`config.mk`:
```
export PLATFORM = sky130hd
export DESIGN_NAME = pipe_stage_reg
export DESIGN_NICKNAME = d
export VERILOG_FILES = /design/src/rtl/pipe_stage_reg.sv
export SDC_FILE = /design/constraint.sdc
export NUM_CORES = 1
export LEC_CHECK = 0
export BUFFER_PORTS_ARGS = -buffer_cell sky130_fd_sc_hd__buf_2
export CORE_ASPECT_RATIO = 0.6
export CORE_MARGIN = 2
export CORE_UTILIZATION = 40
export DETAILED_ROUTE_END_ITERATION = 7
export PLACE_DENSITY_LB_ADDON = 0.25
export SYNTH_ARGS = -nofsm -noshare
export SYNTH_HDL_FRONTEND = slang
export SYNTH_SLANG_ARGS = --single-unit
```
`constraint.sdc`:
```
create_clock -name clk -period 2.4 [get_ports clk]
set_input_delay 0.48 -clock clk [delete_from_list [all_inputs] [get_ports clk]]
set_output_delay 0.48 -clock clk [all_outputs]
set_load 0.01 [all_outputs]
```
`src/rtl/pipe_stage_reg.sv`:
```
// pipe_stage_reg: inter-stage pipeline register with valid/ready flow control, 2-entry skid,
// synchronous flush and a saturating stall-cycle counter.
module pipe_stage_reg #(
    parameter int CTRL_W = 2,
    parameter int DATA_W = 32,
    parameter int REG_W  = 5,
    parameter int CNT_W  = 16
) (
    input  logic              clk,
    input  logic              reset,
    input  logic              flush,
    input  logic              in_valid,
    output logic              in_ready,
    input  logic [CTRL_W-1:0] in_ctrl,
    input  logic [DATA_W-1:0] in_data,
    input  logic [REG_W-1:0]  in_reg,
    output logic              out_valid,
    input  logic              out_ready,
    output logic [CTRL_W-1:0] out_ctrl,
    output logic [DATA_W-1:0] out_data,
    output logic [REG_W-1:0]  out_reg,
    output logic [CNT_W-1:0]  stall_cnt
);
    logic              m_valid_q, m_valid_d, s_valid_q, s_valid_d, in_ready_q, in_ready_d;
    logic [CTRL_W-1:0] m_ctrl_q, m_ctrl_d, s_ctrl_q, s_ctrl_d;
    logic [DATA_W-1:0] m_data_q, m_data_d, s_data_q, s_data_d;
    logic [REG_W-1:0]  m_reg_q, m_reg_d, s_reg_q, s_reg_d;
    logic [CNT_W-1:0]  cnt_q, cnt_d;
    logic              accept, drain, m_free;

    assign accept = in_valid & in_ready_q;
    assign drain  = m_valid_q & out_ready;
    // M can take a new entry when it is empty or its entry leaves this cycle
    assign m_free = !m_valid_q || drain;

    always_comb begin
        m_valid_d = m_valid_q;
        m_ctrl_d  = m_ctrl_q;
        m_data_d  = m_data_q;
        m_reg_d   = m_reg_q;
        s_valid_d = s_valid_q;
        s_ctrl_d  = s_ctrl_q;
        s_data_d  = s_data_q;
        s_reg_d   = s_reg_q;
        if (flush) begin
            m_valid_d = 1'b0;
            s_valid_d = 1'b0;
        end else if (m_free) begin
            m_valid_d = s_valid_q || accept;
            m_ctrl_d  = s_valid_q ? s_ctrl_q : in_ctrl;
            m_data_d  = s_valid_q ? s_data_q : (accept ? in_data : m_data_q);
            m_reg_d   = s_valid_q ? s_reg_q : (accept ? in_reg : m_reg_q);
            s_valid_d = 1'b0;
        end else if (accept) begin
            s_valid_d = 1'b1;
            s_ctrl_d  = in_ctrl;
            s_data_d  = in_data;
            s_reg_d   = in_reg;
        end
        // bubbles never carry control bits
        m_ctrl_d   = m_valid_d ? m_ctrl_d : '0;
        in_ready_d = !s_valid_d;
        cnt_d      = (m_valid_q && !out_ready && cnt_q != '1) ? cnt_q + 1'b1 : cnt_q;
    end

    always_ff @(posedge clk) begin
        if (reset) begin
            m_valid_q  <= 1'b0;
            m_ctrl_q   <= '0;
            m_data_q   <= '0;
            m_reg_q    <= '0;
            s_valid_q  <= 1'b0;
            s_ctrl_q   <= '0;
            s_data_q   <= '0;
            s_reg_q    <= '0;
            in_ready_q <= 1'b1;
            cnt_q      <= '0;
        end else begin
            m_valid_q  <= m_valid_d;
            m_ctrl_q   <= m_ctrl_d;
            m_data_q   <= m_data_d;
            m_reg_q    <= m_reg_d;
            s_valid_q  <= s_valid_d;
            s_ctrl_q   <= s_ctrl_d;
            s_data_q   <= s_data_d;
            s_reg_q    <= s_reg_d;
            in_ready_q <= in_ready_d;
            cnt_q      <= cnt_d;
        end
    end

    assign in_ready  = in_ready_q;
    assign out_valid = m_valid_q;
    assign out_ctrl  = m_ctrl_q;
    assign out_data  = m_data_q;
    assign out_reg   = m_reg_q;
    assign stall_cnt = cnt_q;
endmodule

```
==> key figures <==
Clocking
  • Setup bufs post-CTS: 0
  • Clock insertion delay at the later pin of the skew report: between 300 and 400 ps
  • Sink Count: 97
  • Maximum level of the CTS H-tree: 3
  • Longest Clk Path Bufs: 2
  • CTS clock-pin slew for the worst setup and hold paths: about 70 ps
  • Post-cts repair resize count: 0
  • Root Driver: clkbuf_16
  • Hold buffers post-CTS: 0
  • Cts bufs inserted: 9
  • CTS tree: done

Yosys
  • Mux share of post-synthesis cell area: 0.1069
  • Synth Register Bits: 97
  • Synth Flop Type: dfxtp_1
  • Synth Area in Simple Gates: 0.2031
  • Post-Synth Adder-Cell Area: 0.003154
  • Leading area contributor after synthesis: dfxtp_1
  • Xor/xnor cell area share of the yosys netlist: 0.002208
  • Part of the Yosys area used for sequential elements: 0.4894
  • Post-synth EDFFs: 0
  • Mapped Avg Cell Area: slightly below 9 sq um
  • Yosys top cell area share: 0.4894
  • FFs w/ async S/R, synth: 0
  • Cell variety after synth: 35
  • Main combinational cell family by area after synthesis: simple AND/OR/NAND/NOR gates
  • Largest cells by area after synthesis: dfxtp_1 49%, mux2i_1 9.8%, nand2_1 8.0%
  • Synth warn: 0
  • Syn Inst Count: approximately 460
  • Synth Cell Area: 3968 sq um
  • Post-Syn Nets: 501
  • Post-synthesis compound-gate area fraction: 0.1583

Final layout
  • # diodes: 0
  • Commonest non-fill, non-tap cell in the layout: buf_2
  • Layout Nets: just under 600
  • Finished Cell Area: slightly below 5000 sq um
  • Most frequent cells in the layout: 100 x buf_2, 96 x dfxtp_1, 85 x nand2_1, 50 x a21oi_1, 45 x nor2_1
  • Layout cells sized above 1: 0.2518
  • # fillers: slightly above 900
  • Area grow syn2layout: 24.63%

Floorplan
  • Die area: ~11000 sq um
  • Number of I/O pins: 101
  • Initial Utilization: 0.4074
  • Die H: ~81 microns
  • FP Rows: 28
  • Die X-Extent: 132.6 microns
  • Core Box Area: roughly 9700 sq um

Critical path
  • Crit path kind: flip-flop to flip-flop
  • Critical path arrival: 2370 ps
  • FF-to-FF Start: stall_cnt[0]
  • Critical R2R Capture: stall_cnt[10]
  • Element type at the critical path start: flip-flop
  • Worst R2R Path Depth: 6
  • Crit path launch: stall_cnt[0]
  • R2R Setup Slk: around 260 ps
  • Crit path capture type: flip-flop
  • CP required: about 2600 ps
  • Worst Path Max Fanout: 6

Routing
  • Drt first pass iters: 4
  • Detailed router's first-iteration violation count: 201
  • Routed Antenna Nets: 0
  • Number of vias per cell: ~5.1
  • Mean routed wirelength per cell: around 14 microns
  • DRC: 0
  • Total number of vias: about 3500
  • Total wire length: 9641 microns

STA
  • WHS: 385.6 ps
  • Setup TNS: 0 ps
  • Final WS setup: ~260 ps
  • Period utilisation layout: 0.8916
  • Final clock skew: slightly below 7 ps
  • Final setup violation count: 0
  • RSZ-0062 raised after global routing: no
  • Minimum clock period: around 2100 ps
  • FMAX: between 400 and 500 MHz
  • Count of pins over their slew limit: 0
  • Worst Tran Pin Value: ~700 ps
  • Final Hold Vio Count: 0
  • Slew HR: 0.5318

Flow run
  • Count of max-cap constraint violations: 0

GRT
  • Initial antenna violation count: 0
  • Global-route wire length before repair: 15470 microns
  • Pin count of the biggest net entering global routing: 53
  • Number of global-route vias before repair: just over 3000
  • GRT Residual Overflow: 0
  • Gr usage total: 0.1834

Placement
  • DP Worst Slack: around 340 ps
  • GP Congestion: roughly 0.91
  • Port buffer count: 100
  • Placed Area: 4599 sq um
  • Post-DP HPWL: between 6000 and 7000 microns

Hold path
  • WHS Path Cells: 3
  • HP Class: input port to flip-flop
  • Hold Path Sink: s_data_q[2]
  • HP Start: in_data[2]

Status
  • Run status: completed

Power
  • Max IR drop VDD: between 0.0003 and 0.0004 V
  • Static Leak: around 1.9 nW
  • Power per cell area: 730.5 nW/um^2
-- power breakdown --
part | internal, mW | total, mW | switching (mW)
sequential | 1.66 | 1.69 | 0.0277
combinational | 0.112 | 0.271 | 0.159
clock | 1.05 | 1.65 | 0.606
-- worst max-delay path, cell delays in order, from the launching register on --
cell	delay, ps
dfxtp_1	400
ha_1	290
nand3b_1	210
a2111oi_0	550
buf_4	220
nand3_1	80
mux2_2	280
-- cell type report --
type	instances	area [sq um]	area share
Inverter	4	15.01	0.003036
Multi-Input combinational cell	324	1889	0.3821
Timing Repair Buffer	111	583.1	0.1179
Sequential cell	97	1943	0.3930
Tap cell	135	168.9	0.03416
Clock inverter	5	102.6	0.02075
Clock buffer	11	242.7	0.04909
-- per-layer routing --
layer / up-vias / GRT usage / wire length (microns)
met3: 11 / 0.05743 / 625
met2: 110 / 0.2689 / 3883
met1: 1605 / 0.2601 / 5034
met5: - / 0 / 0
li1: 1792 / - / -
met4: 0 / 0.05054 / 98
-- logic make-up (layout without fill, tap and decap cells) --
| kind of cell | count (synthesis) | in the layout |
|---|---|---|
| AO/OA/AOI/OAI | 102 | 102 |
| multiplexers | 42 | 42 |
| buffers and inverters | 35 | 131 |
| XOR/XNOR | 1 | 1 |
| AND/OR/NAND/NOR | 178 | 178 |
| flip-flops | 97 | 97 |
| adder cells (fa/ha/maj) | 1 | 1 |
-- through the flow --
step                power (mW)  instances    util
floorplan                1.873        456       -
global placement         1.990        671  0.4723
detailed placement       1.998        671  0.4723
CTS                      3.650        687  0.5077
global route             3.750        687  0.5077
finish                   3.612        687  0.5077
-- worst max path at each step --
stage,slack [ps],end,cells after the start
after floorplan,510,stall_cnt[10],5
after global placement,370,stall_cnt[10],6
after detailed placement,340,stall_cnt[10],6
after CTS,300,stall_cnt[10],6
after global routing,40,stall_cnt[10],6
final,260,stall_cnt[10],6
-- synthesized netlist by cell type, types with 2 or more instances --
master and n:
mux2_2 3, nand4_1 6, a21oi_1 50, inv_1 4, dfxtp_1 97, nor3_1 5, or3_2 2, or3_1 6
mux2i_1 39, nor2_1 45, o21ai_0 6, nor4_1 5, nand3_1 3, nor2b_1 4, or4_1 3, nand3b_1 3
o31ai_1 4, buf_2 2, and4_1 3, and3_1 2, clkbuf_1 25, nand2_1 85, a211oi_1 40, or2_2 2
buf_1 2
No activity file was read; power rests on OpenSTA's default activity.
